`src/rtl/mult_pkg.sv`:
```
// Shared constants and controller state encodings for the 4-bit shift-add multiplier.
// The datapath, the controller and the benches all take their definitions from here.
package mult_pkg;

  localparam int WIDTH  = 4;
  localparam int PWIDTH = 2 * WIDTH;

  typedef enum logic [3:0] {
    S0 = 4'd0,
    S1 = 4'd1,
    S2 = 4'd2,
    S3 = 4'd3,
    S4 = 4'd4,
    S5 = 4'd5,
    S6 = 4'd6,
    S7 = 4'd7,
    S8 = 4'd8,
    S9 = 4'd9
  } ctrl_state_e;

endpackage

```
`src/rtl/mult_result_reg.sv`:
```
// Single-entry holding stage for the product: captures on `capture` when empty and
// presents the value until the consumer takes it.
module mult_result_reg
  import mult_pkg::*;
#(
  parameter int DATA_W = PWIDTH
) (
  input  logic              clk,
  input  logic              reset,
  input  logic              capture,
  input  logic [DATA_W-1:0] din,
  output logic [DATA_W-1:0] dout,
  output logic              out_valid,
  input  logic              out_ready,
  output logic              full
);

  logic [DATA_W-1:0] data_d, data_q;
  logic              valid_d, valid_q;

  // Valid/ready: a transfer happens on any rising edge where out_valid and
  // out_ready are both high; dout stays stable while out_valid is high.
  // A capture while already full is dropped so the held value is never overwritten.
  always_comb begin
    data_d  = data_q;
    valid_d = valid_q;
    if (valid_q && out_ready) begin
      valid_d = 1'b0;
    end
    if (capture && !valid_q) begin
      data_d  = din;
      valid_d = 1'b1;
    end
  end

  always_ff @(posedge clk or negedge reset) begin
    if (!reset) begin
      data_q  <= '0;
      valid_q <= 1'b0;
    end else begin
      data_q  <= data_d;
      valid_q <= valid_d;
    end
  end

  assign dout      = data_q;
  assign out_valid = valid_q;
  assign full      = valid_q;

endmodule

```
`src/rtl/mult_datapath.sv`:
```
// Register datapath of the shift-add multiplier: loads operands, executes the
// controller's one-hot strobes and hands the product to the result stage.
module mult_datapath #(
  parameter int WIDTH = mult_pkg::WIDTH
) (
  input  logic                 clk,
  input  logic                 reset,
  input  logic                 op_valid,
  input  logic [WIDTH-1:0]     op_a,
  input  logic [WIDTH-1:0]     op_b,
  output logic                 op_ready,
  output logic                 start,
  output logic [WIDTH-1:0]     Q,
  input  logic                 load_en,
  input  logic                 ADD,
  input  logic                 shift_left,
  input  logic                 shift_right,
  input  logic                 stop,
  output logic [2*WIDTH-1:0]   result,
  output logic                 result_valid,
  input  logic                 result_ready
);

  localparam int PW = 2 * WIDTH;

  logic [PW-1:0]    m_d, m_q;
  logic [PW-1:0]    p_d, p_q;
  logic [WIDTH-1:0] qr_d, qr_q;
  logic [WIDTH-1:0] qh_d, qh_q;
  logic             start_d, start_q;
  logic             res_full;
  logic             accept;

  // Operand side is valid/ready as well; op_ready never looks at op_valid, and is
  // held low while start is in flight or a product is still waiting for its consumer.
  assign op_ready = load_en & ~start_q & ~res_full;
  assign accept   = op_valid & op_ready;

  // Strobe priority load_en > ADD > shift_left > shift_right.
  always_comb begin
    m_d     = m_q;
    p_d     = p_q;
    qr_d    = qr_q;
    qh_d    = qh_q;
    start_d = accept;
    if (load_en) begin
      if (accept) begin
        m_d  = {{WIDTH{1'b0}}, op_a};
        p_d  = '0;
        qr_d = op_b;
        qh_d = op_b;
      end
    end else if (ADD) begin
      p_d = p_q + m_q;
    end else if (shift_left) begin
      m_d = m_q << 1;
    end else if (shift_right) begin
      qr_d = qr_q >> 1;
    end
  end

  always_ff @(posedge clk or negedge reset) begin
    if (!reset) begin
      m_q     <= '0;
      p_q     <= '0;
      qr_q    <= '0;
      qh_q    <= '0;
      start_q <= 1'b0;
    end else begin
      m_q     <= m_d;
      p_q     <= p_d;
      qr_q    <= qr_d;
      qh_q    <= qh_d;
      start_q <= start_d;
    end
  end

  assign start = start_q;
  // The controller indexes multiplier bits with its own counter, so Q stays unshifted.
  assign Q     = qh_q;

  mult_result_reg #(
    .DATA_W (PW)
  ) u_result_reg (
    .clk       (clk),
    .reset     (reset),
    .capture   (stop),
    .din       (p_q),
    .dout      (result),
    .out_valid (result_valid),
    .out_ready (result_ready),
    .full      (res_full)
  );

endmodule
```
`config.mk`:
```
export PLATFORM = sky130hd
export DESIGN_NAME = mult_datapath
export DESIGN_NICKNAME = d
export VERILOG_FILES = /design/src/rtl/mult_pkg.sv /design/src/rtl/mult_result_reg.sv /design/src/rtl/mult_datapath.sv
export SDC_FILE = /design/constraint.sdc
export NUM_CORES = 1
export LEC_CHECK = 0
export CORE_UTILIZATION = 41
export CTS_CLUSTER_DIAMETER = 100
export CTS_CLUSTER_SIZE = 16
export DETAILED_ROUTE_END_ITERATION = 8
export HOLD_SLACK_MARGIN = 0.05
export PLACE_DENSITY = 0.79
export SYNTH_ARGS = -nofsm -noshare
export SYNTH_HDL_FRONTEND = slang
export SYNTH_HIERARCHICAL = 1
export SYNTH_SLANG_ARGS = --single-unit
```
`constraint.sdc`:
```
create_clock -name clk -period 1.7 [get_ports clk]
set_input_delay 0.34 -clock clk [delete_from_list [all_inputs] [get_ports clk]]
set_output_delay 0.34 -clock clk [all_outputs]
set_load 0.05 [all_outputs]
```
Word-level counts from Yosys, hierarchy flattened
Cells that the tools add are included.
{"block": "totals", "out_inout_bits": 15, "elab_cells": 32, "ff_bits": 30}
{"block": "classes", "add_sub_neg": 1, "bitwise": 5, "n_reduce_logical": 9, "n_mux": 9, "n_eq_ne": 2}
{"cell": "$mux W8", "n": 7}
{"cell": "$add A8 B8 Y8", "n": 1}
{"cell": "$reduce_bool A2 Y1", "n": 3}
{"cell": "$reduce_and A2 Y1", "n": 2}
{"cell": "$and A1 B1 Y1", "n": 3}
{"cell": "$reduce_and A3 Y1", "n": 1}
{"cell": "$logic_and A1 B1 Y1", "n": 2}
{"cell": "$mux W1", "n": 2}
{"cell": "$ne A2 B1 Y1 const B", "n": 1}
{"cell": "$ne A2 B2 Y1 const B", "n": 1}
{"cell": "$not A1 Y1", "n": 2}
{"cell": "$logic_not A1 Y1", "n": 1}

Longest topological paths before layout
Gate-level depths: netlist of the first run.
{"block": "logic_depth", "depth_word": 6, "ltp_mapped": 7, "depth_no_buf": 7}

Cells and area by module
Netlist of the first run, hierarchy kept.
{"mod": "mult_datapath", "cells_each": 114, "instances": 1, "area_each_um2": 1177.4, "seq_area_each_um2": 525.5}
{"mod": "mult_result_reg", "cells_each": 22, "instances": 1, "area_each_um2": 381.6, "seq_area_each_um2": 225.2}

Worst setup path before layout of the first run
Ideal clock, no wire load.
{"block": "synth_path", "kind": "flip-flop to flip-flop", "from": "register start_q (netlist: start)", "to": "register qh_q[3] (netlist: Q[3])", "required_time_ns": 1.573, "t_arrival_ns": 2.117, "path_stages_with_launch": 6, "slack_ns": -0.544, "setup_time_ns": 0.127, "cell_sequence": "dfrtp_1 -> nor3b_2 -> and2_1 -> buf_4 -> buf_6 -> mux2_1"}
{"block": "synth_between", "elab_chain_len": 5}
{"element": "from (decl)", "line": "mult_datapath.sv:30", "text": "logic start_d, start_q;"}
{"element": "from (signal assigned)", "line": "mult_datapath.sv:74", "text": "start_q <= start_d;"}
{"element": "$not A1 Y1", "line": "mult_datapath.sv:36", "text": "assign op_ready = load_en & ~start_q & ~res_full;"}
{"element": "$and A1 B1 Y1 (2 in a row)", "line": "mult_datapath.sv:36"}
{"element": "net op_ready", "line": "mult_datapath.sv:11", "text": "output logic op_ready,"}
{"element": "$and A1 B1 Y1", "line": "mult_datapath.sv:37", "text": "assign accept = op_valid & op_ready;"}
{"element": "net accept", "line": "mult_datapath.sv:32", "text": "logic accept;"}
{"element": "$reduce_and A2 Y1 (no line)"}
{"element": "to (signal assigned)", "line": "mult_datapath.sv:73", "text": "qh_q <= qh_d;"}
{"element": "to (decl)", "line": "mult_datapath.sv:29", "text": "logic [WIDTH-1:0] qh_d, qh_q;"}
The timed path passes the listed nets, and every way through them passes these cells.
A chain may end at the register's enable or synchronous reset.

Worst setup path in the final report of the first run
{"block": "layout_path", "from": "register m_q[0]", "to": "register p_q[7]"}
{"block": "layout_between", "elab_chain_len": 3}
{"element": "from (decl)", "line": "mult_datapath.sv:26", "text": "logic [PW-1:0] m_d, m_q;"}
{"element": "from (signal assigned)", "line": "mult_datapath.sv:70", "text": "m_q <= m_d;"}
{"element": "$add A8 B8 Y8", "line": "mult_datapath.sv:54", "text": "p_d = p_q + m_q;"}
{"element": "$mux W8", "line": "mult_datapath.sv:53", "text": "end else if (ADD) begin"}
{"element": "$mux W8", "line": "mult_datapath.sv:46", "text": "if (load_en) begin"}
{"element": "to (signal assigned)", "line": "mult_datapath.sv:71", "text": "p_q <= p_d;"}
{"element": "to (decl)", "line": "mult_datapath.sv:27", "text": "logic [PW-1:0] p_d, p_q;"}
Every way passes these cells. The select of a mux whose other input is x is not followed.

==> impl_metrics.prom, run 1 <==
# TYPE chip_impl_metric gauge
chip_impl_info{name="status",value="finished, violations left"} 1
chip_impl_info{name="failed_checks",value="setup timing"} 1
chip_impl_metric{name="layout_worst_path_cycle_share",unit="%"} 102
chip_impl_info{name="ctsRootBufferMaster",value="clkbuf_8"} 1
chip_impl_metric{name="path_clk_slew",unit="ns"} 0.06
chip_impl_info{name="hold_class",value="primary input to asynchronous set/reset pin"} 1
chip_impl_info{name="tritoncts",value="built"} 1
chip_impl_metric{name="core",unit="sq um"} 3660
chip_impl_metric{name="period_needed",unit="ns"} 1.73
chip_impl_metric{name="timing.hold.ws",unit="ns"} 0.441
chip_impl_metric{name="power_density",unit="nW/um^2"} 1520
chip_impl_metric{name="timing.critical_path.required",unit="ns"} 1.86
chip_impl_info{name="highest_layer_used_for_signal_routing",value="met4"} 1
chip_impl_metric{name="met3_wirelength",unit="um"} 139
chip_impl_info{name="post-synth-top-count-cell",value="dfrtp_1"} 1
chip_impl_metric{name="post_synth_and_or_nand_nor_area_fraction",unit="%"} 11.1
chip_impl_metric{name="gp_congestion",unit=""} 0.855
chip_impl_metric{name="dp.final_hpwl",unit="mm"} 2.46
chip_impl_metric{name="post_synth_instance_area",unit="sq um"} 1560
chip_impl_info{name="grt_setup_unrepaired",value="true"} 1
chip_impl_metric{name="nets_final",unit=""} 222
chip_impl_metric{name="area_growth_syn_to_layout",unit="%"} 44.5
chip_impl_metric{name="critPathArrivalTime",unit="ns"} 1.89
chip_impl_metric{name="final_layout_size_suffix_gt1_share",unit="%"} 39.1
chip_impl_metric{name="grt_first_pass_wirelength",unit="mm"} 5.66
chip_impl_metric{name="power.switching",unit="mW"} 1.33
chip_impl_metric{name="setup_slack",unit="ns"} -0.0292
chip_impl_metric{name="drt-wirelength-per-cell",unit="um"} 13.3
chip_impl_metric{name="ios",unit=""} 32
chip_impl_metric{name="clock_skew",unit="ns"} 0.00734
chip_impl_metric{name="timing_max_transition_violations_final",unit=""} 0
chip_impl_metric{name="synth_compound_area_share",unit="%"} 14.0
chip_impl_metric{name="htreeDepth",unit=""} 2
chip_impl_metric{name="muxShareOfSynthArea",unit="%"} 13.2
chip_impl_metric{name="placedCellCount",unit=""} 234
chip_impl_info{name="dominantRegCellSynth",value="dfrtp_1"} 1
chip_impl_metric{name="chipWidth",unit="um"} 63.7
chip_impl_metric{name="power.sequential.fraction",unit="%"} 32.3
chip_impl_metric{name="routed_wirelength",unit="mm"} 3.27
chip_impl_metric{name="die_height",unit="um"} 63.7
chip_impl_metric{name="pre_cts_ws",unit="ns"} -0.165
chip_impl_metric{name="max_capacitance_violation_total",unit=""} 0
chip_impl_info{name="synth_top_family_by_area",value="compound AO/OA/AOI/OAI gates"} 1
chip_impl_metric{name="vdd.ir_drop.worst",unit="uV"} 884
chip_impl_metric{name="synth-edff-count",unit=""} 0
chip_impl_metric{name="setup_viol_count_final",unit=""} 2
chip_impl_metric{name="grt_start_max_net_pins",unit=""} 31
chip_impl_metric{name="dr_total_vias",unit=""} 1187
chip_impl_metric{name="syn-mean-instance-area",unit="sq um"} 11.5
chip_impl_metric{name="slew_headroom",unit="%"} 75.3
chip_impl_metric{name="portBuffers",unit=""} 30
chip_impl_metric{name="cts_made_buffers",unit=""} 5
chip_impl_info{name="netlist_top_cells_count",value="30 x dfrtp_1, 18 x nand2_1, 15 x o21ai_0"} 1
chip_impl_metric{name="route.detailed.drc",unit=""} 0
chip_impl_metric{name="grt_overflow",unit=""} 0
chip_impl_metric{name="dr.first_iter.drc_count",unit=""} 21
chip_impl_metric{name="switching_share",unit="%"} 38.8
chip_impl_metric{name="synth.yosys.seq_area_share",unit="%"} 48.2
chip_impl_metric{name="synthAdderAreaFrac",unit="%"} 6.90
chip_impl_metric{name="cts_max_path_buffers",unit=""} 2
chip_impl_metric{name="grt.total_usage",unit="%"} 18.7
chip_impl_metric{name="detailedRoute.firstPassIterationCount",unit=""} 5
chip_impl_metric{name="initial_core_util",unit="%"} 42.6
chip_impl_metric{name="fin_cells",unit=""} 245
chip_impl_metric{name="synthesis.instances",unit=""} 136
chip_impl_metric{name="synth.ff_latch_count",unit=""} 30
chip_impl_info{name="path_class",value="flop to flop"} 1
chip_impl_metric{name="fp.dieArea",unit="sq um"} 4050
chip_impl_metric{name="vias_per_cell",unit=""} 4.84
chip_impl_metric{name="clock_insertion_delay_at_the_later_pin_of_the_skew_report",unit="ns"} 0.28
chip_impl_metric{name="synth_warnings",unit=""} 6
chip_impl_metric{name="achievable-frequency",unit="GHz"} 0.578
chip_impl_metric{name="pwr-share-comb",unit="%"} 51.2
chip_impl_metric{name="std_cell_rows",unit=""} 22
chip_impl_metric{name="total_leakage_power",unit="nW"} 1.03
chip_impl_metric{name="cts_num_sinks",unit=""} 30
chip_impl_metric{name="synth_top_area_share",unit="%"} 48.2
chip_impl_metric{name="cell_variety_after_synth",unit=""} 34
chip_impl_metric{name="worst-path-max-fanout",unit=""} 3
chip_impl_metric{name="number_of_antenna_violations_at_the_first_check_in_global_routing",unit=""} 0
chip_impl_metric{name="xor_and_xnor_fraction_of_the_mapped_netlist_area",unit="%"} 2.25
chip_impl_metric{name="via_count_of_the_first_global_routing_pass",unit=""} 1228
chip_impl_metric{name="hold_violations",unit=""} 0
chip_impl_metric{name="routedLengthMet1",unit="mm"} 1.53
chip_impl_info{name="critical_path.endpoint_type",value="flop"} 1
chip_impl_metric{name="power.share.clock",unit="%"} 16.5
chip_impl_metric{name="postLayoutCoreUtil",unit="%"} 61.6
chip_impl_metric{name="power.internal",unit="mW"} 2.10
chip_impl_metric{name="max_slew.worst_pin.slew",unit="ns"} 0.370
chip_impl_info{name="startpoint_type",value="flop"} 1
chip_impl_metric{name="drtAntennaViolNets",unit=""} 0
chip_impl_metric{name="antenna_cells_inserted",unit=""} 0
chip_impl_metric{name="mappedNetlistNets",unit=""} 161
chip_impl_metric{name="fin_setup_tns",unit="ns"} -0.0354
chip_impl_info{name="synth.largest_area_cell",value="dfrtp_1"} 1
chip_impl_info{name="synth_area_leaders",value="dfrtp_1 48%, mux2_4 7.7%, ha_1 5.6%"} 1
chip_impl_metric{name="synth-async-reset-ratio",unit="%"} 100
chip_impl_metric{name="detailroute.wirelength.met2",unit="mm"} 1.52
-- sequential cells by signal, summed over array words and instances, names as in the netlist --
name	count
u_result_reg/full	1
p_q	8
u_result_reg/dout	8
m_q	8
start	1
Q	4
-- critical path: stages, from the launching register on --
cell and delay (ns):
dfrtp_1 0.42, ha_4 0.19, buf_6 0.12, a211oi_4 0.29, nor3_2 0.08, o32a_1 0.33
a31o_1 0.18
-- placed cells by master (no fill, tap or decap), types with 4 or more instances in the layout --
master / n
dfrtp_1: 29
o21ai_0: 4
mux2i_1: 4
mux2_4: 9
ha_1: 4
nand2b_1: 5
clkdlybuf4s50_1: 15
a21oi_1: 4
clkbuf_8: 6
o22ai_1: 5
nand2_1: 18
buf_4: 40
o21ai_1: 12
-- path summary, 6_finish.rpt --
check,start,to,slack [ns],cells after the start
setup / recovery,m_q[0],p_q[7],-0.03,6
hold / removal,reset,u_result_reg/dout[5],0.44,2
setup reg to reg,m_q[0],p_q[7],-0.03,6
hold reg to reg,u_result_reg/dout[6],u_result_reg/dout[6],0.51,1
max in group asynchronous,reset,start,0.96,2
min in group clk,u_result_reg/dout[6],u_result_reg/dout[6],0.51,1
-- power by group through the flow --
stage	combinational (mW)	sequential, mW	clock [mW]
after floorplan	0.651	1.47	0
after global placement	1.59	1.10	0
after detailed placement	1.63	1.12	0
after CTS	1.74	1.10	0.588
after global routing	1.88	1.14	0.626
final	1.76	1.11	0.567
-- metal layers --
layer | vias up | GRT usage (%)
met5 | - | 0
met4 | 0 | 8.24
met3 | 7 | 5.80
met2 | 29 | 30.7
met1 | 545 | 22.4
li1 | 606 | -
-- final cells by class --
type | count | area (sq um)
multi-input combinational | 97 | 803
sequential | 30 | 752
clock buffer | 7 | 86.3
tap | 48 | 60.1
inverter | 2 | 7.51
timing repair buffer | 61 | 544
fill | 294 | 1410
-- kinds of logic (layout without fill, tap and decap cells) --
group                    Yosys count  count (layout)
XOR/XNOR                           4               4
AND/OR/NAND/NOR                   34              34
buffers and inverters              9              70
AO/OA/AOI/OAI                     35              35
flip-flops                        30              30
adder cells (fa/ha/maj)            8               8
multiplexers                      16              16
-- timing repair --
item	4_1_cts	5_1_grt
buffers inserted	3	1
gates resized for setup	10	5
endpoints found under the setup margin	3	4
hold buffers	0	0
pin swaps	14	4
endpoints found under the hold margin	0	0
-- per-stage QoR --
| step | area [sq um] | power, mW |
|---|---|---|
| 2_1_floorplan | 1580 | 2.12 |
| 3_3_place_gp | 2080 | 2.69 |
| 3_5_place_dp | 2080 | 2.74 |
| 4_1_cts | 2220 | 3.43 |
| 5_1_grt | 2250 | 3.65 |
| 6_report | 2250 | 3.43 |
(Power assumes the default switching activity.)
==> run 2: changes to the inputs <==
--- a/config.mk
+++ b/config.mk
@@ -13,5 +13,4 @@
 export PLACE_DENSITY = 0.79
 export SYNTH_ARGS = -nofsm -noshare
 export SYNTH_HDL_FRONTEND = slang
-export SYNTH_HIERARCHICAL = 1
 export SYNTH_SLANG_ARGS = --single-unit
==> impl_metrics.prom, run 2 <==
# TYPE chip_impl_metric gauge
chip_impl_metric{name="layout_worst_path_cycle_share",unit="%"} 102
chip_impl_info{name="hold_class",value="primary input to asynchronous set/reset pin"} 1
chip_impl_metric{name="number_of_antenna_violations_at_the_first_check_in_global_routing",unit=""} 0
chip_impl_metric{name="pre_cts_ws",unit="ns"} -0.148
chip_impl_metric{name="period_needed",unit="ns"} 1.74
chip_impl_metric{name="std_cell_rows",unit=""} 21
chip_impl_metric{name="path_clk_slew",unit="ns"} 0.07
chip_impl_metric{name="synthesis.instances",unit=""} 135
chip_impl_info{name="status",value="finished, violations left"} 1
chip_impl_metric{name="die_height",unit="um"} 62.8
chip_impl_metric{name="post_synth_instance_area",unit="sq um"} 1520
chip_impl_metric{name="timing_max_transition_violations_final",unit=""} 0
chip_impl_metric{name="routed_wirelength",unit="mm"} 3.39
chip_impl_metric{name="grt.total_usage",unit="%"} 18.3
chip_impl_info{name="post-synth-top-count-cell",value="dfrtp_1"} 1
chip_impl_metric{name="route.detailed.drc",unit=""} 0
chip_impl_metric{name="hold_violations",unit=""} 0
chip_impl_metric{name="dr.first_iter.drc_count",unit=""} 60
chip_impl_metric{name="drt-wirelength-per-cell",unit="um"} 14.2
chip_impl_metric{name="clock_skew",unit="ns"} 0.00831
chip_impl_metric{name="synth_top_area_share",unit="%"} 49.5
chip_impl_metric{name="critPathArrivalTime",unit="ns"} 1.91
chip_impl_metric{name="antenna_cells_inserted",unit=""} 0
chip_impl_metric{name="grt_first_pass_wirelength",unit="mm"} 5.40
chip_impl_metric{name="total_power",unit="mW"} 3.25
chip_impl_metric{name="total_leakage_power",unit="nW"} 0.995
chip_impl_metric{name="area.sequential",unit="sq um"} 753
chip_impl_info{name="worstReg2RegStart",value="p_q[0]"} 1
chip_impl_metric{name="setup_slack",unit="ns"} -0.0353
chip_impl_metric{name="vdd.ir_drop.worst",unit="uV"} 728
chip_impl_metric{name="grt_overflow",unit=""} 0
chip_impl_metric{name="cts_num_sinks",unit=""} 30
chip_impl_metric{name="multiInputGateArea",unit="sq um"} 763
chip_impl_metric{name="grt_start_max_net_pins",unit=""} 31
chip_impl_info{name="critical_path.startpoint",value="p_q[0]"} 1
chip_impl_metric{name="slew_headroom",unit="%"} 73.3
chip_impl_metric{name="fillCellCount",unit=""} 258
chip_impl_metric{name="power_density",unit="nW/um^2"} 1520
chip_impl_metric{name="portBuffers",unit=""} 30
chip_impl_info{name="critical_path.endpoint_type",value="flop"} 1
chip_impl_info{name="dominantRegCellSynth",value="dfrtp_1"} 1
chip_impl_metric{name="htreeDepth",unit=""} 2
chip_impl_info{name="final_cell_mix",value="39 x buf_4, 28 x dfrtp_1, 17 x nand2_1, 14 x clkdlybuf4s50_1, 11 x mux2_2"} 1
chip_impl_metric{name="max_capacitance_violation_total",unit=""} 0
chip_impl_metric{name="vias_per_cell",unit=""} 5.25
chip_impl_metric{name="via_count_of_the_first_global_routing_pass",unit=""} 1258
chip_impl_info{name="ctsRootBufferMaster",value="clkbuf_8"} 1
chip_impl_metric{name="initial_core_util",unit="%"} 44.1
chip_impl_metric{name="setup_viol_count_final",unit=""} 2
chip_impl_metric{name="cell_variety_after_synth",unit=""} 35
chip_impl_metric{name="detailedRoute.firstPassIterationCount",unit=""} 4
chip_impl_metric{name="power.internal",unit="mW"} 1.91
chip_impl_metric{name="power.share.clock",unit="%"} 16.8
chip_impl_info{name="grt_setup_unrepaired",value="true"} 1
chip_impl_metric{name="synth_warnings",unit=""} 0
chip_impl_metric{name="dp.final_hpwl",unit="mm"} 2.34
chip_impl_metric{name="area_growth_syn_to_layout",unit="%"} 40.8
chip_impl_info{name="r2r-end",value="p_q[6]"} 1
chip_impl_metric{name="r2r_setup_slack",unit="ns"} -0.04
chip_impl_metric{name="timing.reg2reg.worst_path_depth",unit=""} 7
chip_impl_metric{name="drtAntennaViolNets",unit=""} 0
chip_impl_metric{name="cts_max_path_buffers",unit=""} 2
chip_impl_metric{name="max_slew.worst_pin.slew",unit="ns"} 0.399
chip_impl_info{name="synth_area_leaders",value="dfrtp_1 49%, mux2_2 8.2%, ha_1 5.8%"} 1
chip_impl_metric{name="cts_made_buffers",unit=""} 5
chip_impl_metric{name="synth-edff-count",unit=""} 0
chip_impl_metric{name="dr_total_vias",unit=""} 1249
chip_impl_metric{name="achievable-frequency",unit="GHz"} 0.576
chip_impl_metric{name="synth-async-reset-ratio",unit="%"} 100
chip_impl_info{name="startpoint_type",value="flop"} 1
chip_impl_info{name="synth.largest_area_cell",value="dfrtp_1"} 1
chip_impl_info{name="path_class",value="flop to flop"} 1
chip_impl_metric{name="synth.yosys.seq_area_share",unit="%"} 49.5
chip_impl_info{name="tritoncts",value="built"} 1
chip_impl_metric{name="syn-mean-instance-area",unit="sq um"} 11.2
chip_impl_metric{name="fp.dieArea",unit="sq um"} 3950
chip_impl_metric{name="synth.ff_latch_count",unit=""} 30
chip_impl_metric{name="ios",unit=""} 32
chip_impl_metric{name="mappedNetlistNets",unit=""} 160
chip_impl_info{name="failed_checks",value="setup timing"} 1
chip_impl_metric{name="chipWidth",unit="um"} 62.8
chip_impl_metric{name="pwr-share-comb",unit="%"} 49.6
chip_impl_metric{name="core",unit="sq um"} 3440
chip_impl_metric{name="gp_congestion",unit=""} 0.836
chip_impl_metric{name="power.switching",unit="mW"} 1.33
chip_impl_info{name="netlist_top_cells_count",value="30 x dfrtp_1, 18 x nand2_1, 11 x mux2_2"} 1
chip_impl_metric{name="clock_insertion_delay_at_the_later_pin_of_the_skew_report",unit="ns"} 0.29
chip_impl_metric{name="nets_final",unit=""} 217
chip_impl_metric{name="power.sequential.fraction",unit="%"} 33.6
chip_impl_info{name="mostFrequentLayoutCell",value="buf_4"} 1
chip_impl_metric{name="switching_share",unit="%"} 41.0
chip_impl_metric{name="worst-path-max-fanout",unit=""} 3
chip_impl_metric{name="final_layout_size_suffix_gt1_share",unit="%"} 38.5
chip_impl_info{name="worstSetupEndpoint",value="p_q[6]"} 1
chip_impl_metric{name="timing.critical_path.required",unit="ns"} 1.87
## run 2: layout make-up
| type | count | share of cell area (%) |
|---|---|---|
| Clock buffer | 5 | 3.22 |
| Clock inverter | 2 | 0.468 |
| Inverter | 2 | 0.351 |
| Multi-Input combinational cell | 97 | 35.7 |
| Sequential cell | 30 | 35.2 |
| Tap cell | 46 | 2.69 |
| Timing Repair Buffer | 56 | 22.3 |
## run 2: through the flow
step	std cells	cell area, sq um	TNS [ns]	utilization [%]	hold slack (ns)
final	238	2140	-0.0486	62.1	0.440
after CTS	236	2090	-0.0907	60.9	0.458
after global placement	227	1990	-0.954	57.8	0.491
after detailed placement	227	1990	-1.23	57.8	0.498
after global routing	238	2140	-0.220	62.1	0.498
after floorplan	135	1540	-2.50	-	0.0444
## run 2: how the worst min path moves through the flow
stage / end / slack, ns / from / cells past startpoint
2_1_floorplan: Q[0] / 0.04 / reset / 0
3_3_place_gp: u_result_reg.dout[5] / 0.49 / u_result_reg.dout[5] / 1
3_5_place_dp: Q[1] / 0.50 / Q[1] / 1
4_1_cts: u_result_reg.dout[6] / 0.46 / reset / 2
5_1_grt: Q[2] / 0.50 / reset / 2
6_report: Q[2] / 0.44 / reset / 2
## run 2: critical path, cell delays in order, from the launching register on
cell and delay, ns:
dfrtp_1 0.41, ha_4 0.18, fa_2 0.35, a21oi_2 0.17
o21ai_1 0.09, a21oi_1 0.17, xor2_1 0.15, o22ai_1 0.09
## run 2: cell families after synthesis
logic type | count (synthesis) | synth area share (%)
simple gates | 34 | 11.5
buf+inv | 8 | 3.38
flops | 30 | 49.5
xor+xnor | 4 | 2.31
mux | 16 | 11.5
fa+ha+maj | 8 | 7.09
compound gates | 35 | 14.7
## run 2: power by group through the flow
stage	registers [mW]	clock network, mW	logic, mW
after floorplan	1.48	0	0.579
after global placement	1.09	0	1.45
after detailed placement	1.10	0	1.50
after CTS	1.08	0.551	1.55
after global routing	1.12	0.581	1.71
final	1.09	0.546	1.61
## run 2: per-layer routing
metal,global-route usage [%],vias up,wire (um)
met5,0,-,0
met4,16.0,0,111
met3,4.01,10,113
met2,30.4,31,1750
met1,19.5,615,1410
li1,-,593,-
## run 2: what timing repair did
action                     4_1_cts  5_1_grt
hold buffers                     0        0
setup endpoints to repair        3        4
pin swaps                       11        5
buffers inserted                 2        2
gates resized for setup          4        6
==> run 3: changes to the inputs <==
--- a/config.mk
+++ b/config.mk
@@ -5,6 +5,7 @@
 export SDC_FILE = /design/constraint.sdc
 export NUM_CORES = 1
 export LEC_CHECK = 0
+export CORE_MARGIN = 3
 export CORE_UTILIZATION = 41
 export CTS_CLUSTER_DIAMETER = 100
 export CTS_CLUSTER_SIZE = 16
==> impl_metrics.prom, run 3 (synthesis results as in run 2) <==
# TYPE chip_impl_metric gauge
chip_impl_info{name="mostFrequentLayoutCell",value="buf_4"} 1
chip_impl_metric{name="grt.total_usage",unit="%"} 17.9
chip_impl_metric{name="route.detailed.drc",unit=""} 0
chip_impl_metric{name="period_needed",unit="ns"} 1.73
chip_impl_metric{name="total_power",unit="mW"} 3.35
chip_impl_metric{name="number_of_antenna_violations_at_the_first_check_in_global_routing",unit=""} 0
chip_impl_metric{name="dr.first_iter.drc_count",unit=""} 74
chip_impl_metric{name="worst-path-max-fanout",unit=""} 3
chip_impl_metric{name="vias_per_cell",unit=""} 5.12
chip_impl_info{name="final_cell_mix",value="37 x buf_4, 27 x dfrtp_1, 17 x nand2_1, 14 x clkdlybuf4s50_1, 11 x mux2_2"} 1
chip_impl_metric{name="hold_violations",unit=""} 0
chip_impl_metric{name="slew_headroom",unit="%"} 74.3
chip_impl_metric{name="clock_insertion_delay_at_the_later_pin_of_the_skew_report",unit="ns"} 0.29
chip_impl_metric{name="power_density",unit="nW/um^2"} 1530
chip_impl_metric{name="timing_max_transition_violations_final",unit=""} 0
chip_impl_metric{name="timing.reg2reg.worst_path_depth",unit=""} 7
chip_impl_metric{name="dp.final_hpwl",unit="mm"} 2.46
chip_impl_metric{name="total_leakage_power",unit="nW"} 0.976
chip_impl_metric{name="gp_congestion",unit=""} 0.808
chip_impl_metric{name="chipWidth",unit="um"} 66.8
chip_impl_info{name="worstReg2RegStart",value="m_q[1]"} 1
chip_impl_metric{name="initial_core_util",unit="%"} 44.1
chip_impl_metric{name="nets_final",unit=""} 216
chip_impl_metric{name="pre_cts_ws",unit="ns"} -0.164
chip_impl_metric{name="core",unit="sq um"} 3440
chip_impl_metric{name="cts.hold.buffers_added",unit=""} 0
chip_impl_info{name="startpoint_type",value="flop"} 1
chip_impl_metric{name="cts_num_sinks",unit=""} 30
chip_impl_metric{name="max_capacitance_violation_total",unit=""} 0
chip_impl_metric{name="portBuffers",unit=""} 30
chip_impl_metric{name="path_clk_slew",unit="ns"} 0.06
chip_impl_info{name="critical_path.endpoint_type",value="flop"} 1
chip_impl_metric{name="max_slew.worst_pin.slew",unit="ns"} 0.385
chip_impl_metric{name="final_layout_size_suffix_gt1_share",unit="%"} 41.1
chip_impl_info{name="ctsRootBufferMaster",value="clkbuf_8"} 1
chip_impl_info{name="tritoncts",value="built"} 1
chip_impl_metric{name="drt-wirelength-per-cell",unit="um"} 14.9
chip_impl_metric{name="cts_made_buffers",unit=""} 5
chip_impl_info{name="failed_checks",value="setup timing"} 1
chip_impl_metric{name="critPathArrivalTime",unit="ns"} 1.89
chip_impl_info{name="worstSetupEndpoint",value="p_q[6]"} 1
chip_impl_info{name="hold_class",value="primary input to asynchronous set/reset pin"} 1
chip_impl_metric{name="postLayoutCoreUtil",unit="%"} 63.4
chip_impl_metric{name="area_growth_syn_to_layout",unit="%"} 43.9
chip_impl_metric{name="die_height",unit="um"} 66.8
chip_impl_info{name="r2r-end",value="p_q[6]"} 1
chip_impl_metric{name="routed_wirelength",unit="mm"} 3.55
chip_impl_metric{name="layout_worst_path_cycle_share",unit="%"} 102
chip_impl_info{name="critical_path.startpoint",value="m_q[1]"} 1
chip_impl_metric{name="ios",unit=""} 32
chip_impl_info{name="status",value="finished, violations left"} 1
chip_impl_metric{name="setup_viol_count_final",unit=""} 3
chip_impl_info{name="path_class",value="flop to flop"} 1
chip_impl_metric{name="dr_total_vias",unit=""} 1218
chip_impl_metric{name="detailedRoute.firstPassIterationCount",unit=""} 4
chip_impl_metric{name="std_cell_rows",unit=""} 21
chip_impl_metric{name="via_count_of_the_first_global_routing_pass",unit=""} 1232
chip_impl_metric{name="antenna_cells_inserted",unit=""} 0
chip_impl_metric{name="setup_slack",unit="ns"} -0.0279
chip_impl_metric{name="clock_skew",unit="ns"} 0.00571
chip_impl_metric{name="vdd.ir_drop.worst",unit="uV"} 730
chip_impl_metric{name="timing.critical_path.required",unit="ns"} 1.86
chip_impl_metric{name="fp.dieArea",unit="sq um"} 4470
chip_impl_metric{name="cts_max_path_buffers",unit=""} 2
chip_impl_metric{name="achievable-frequency",unit="GHz"} 0.579
chip_impl_metric{name="htreeDepth",unit=""} 2
chip_impl_info{name="grt_setup_unrepaired",value="true"} 1
chip_impl_metric{name="grt_overflow",unit=""} 0
chip_impl_metric{name="drtAntennaViolNets",unit=""} 0
chip_impl_metric{name="timing.hold.ws",unit="ns"} 0.441
chip_impl_metric{name="r2r_setup_slack",unit="ns"} -0.03
chip_impl_metric{name="grt_first_pass_wirelength",unit="mm"} 5.66
chip_impl_metric{name="grt_start_max_net_pins",unit=""} 31
[run 3: cell types whose count changed in the layout (fill, tap and decap cells not counted), sizes merged]
cell          change
dlymetal6s2s      -1
dlygate4sd2       +1
clkinv            -2
clkbuf            +3
buf               -1
[run 3: area by class of cell]
cell class	instances	area (sq um)
tap	46	57.6
clock buffer	8	80.1
sequential	30	754
timing repair buffer	55	469
multi-input combinational	97	815
fill	273	1260
inverter	2	7.51
[run 3: how the worst min path moves through the flow]
stage,to,cells after the start,from,slack (ns)
after detailed placement,u_result_reg.dout[2],1,u_result_reg.dout[2],0.50
after global routing,Q[2],2,reset,0.47
after CTS,u_result_reg.dout[7],2,reset,0.46
after global placement,u_result_reg.dout[5],1,u_result_reg.dout[5],0.49
after floorplan,Q[0],0,reset,0.04
final,Q[2],2,reset,0.44
[run 3: where the power goes]
part           leakage [nW]  total, mW  internal (mW)  switching, mW
Clock                0.0395      0.541          0.290          0.251
Combinational         0.551       1.69          0.754          0.939
Sequential            0.386       1.12          0.937          0.180
Total                 0.976       3.35           1.98           1.37
[run 3: routing by layer]
layer | global-route usage [%] | vias up | wire, um
met3 | 6.41 | 10 | 154
li1 | - | 590 | -
met5 | 0 | - | 0
met2 | 29.1 | 25 | 1850
met4 | 10.9 | 0 | 108
met1 | 19.8 | 593 | 1430
[run 3: stage by stage]
step                      TNS (ns)  std cells  area (sq um)
after floorplan              -2.50        135          1540
after global placement       -1.09        229          2000
after detailed placement     -1.92        229          2000
after CTS                 -0.00716        237          2130
after global routing        -0.328        238          2180
final                      -0.0624        238          2180
[run 3: repair_timing]
item                       CTS  global route
resized for setup           10            12
buffers inserted             0             1
cloned                       0             0
setup endpoints to repair    4             4
pin swaps                    6             9
[run 3: critical path: stages, from the launching register on]
cell	delay, ns
dfrtp_2	0.44
buf_6	0.13
fa_2	0.42
a21oi_4	0.18
o21ai_2	0.07
a21oi_2	0.15
xor2_1	0.14
o22ai_1	0.08
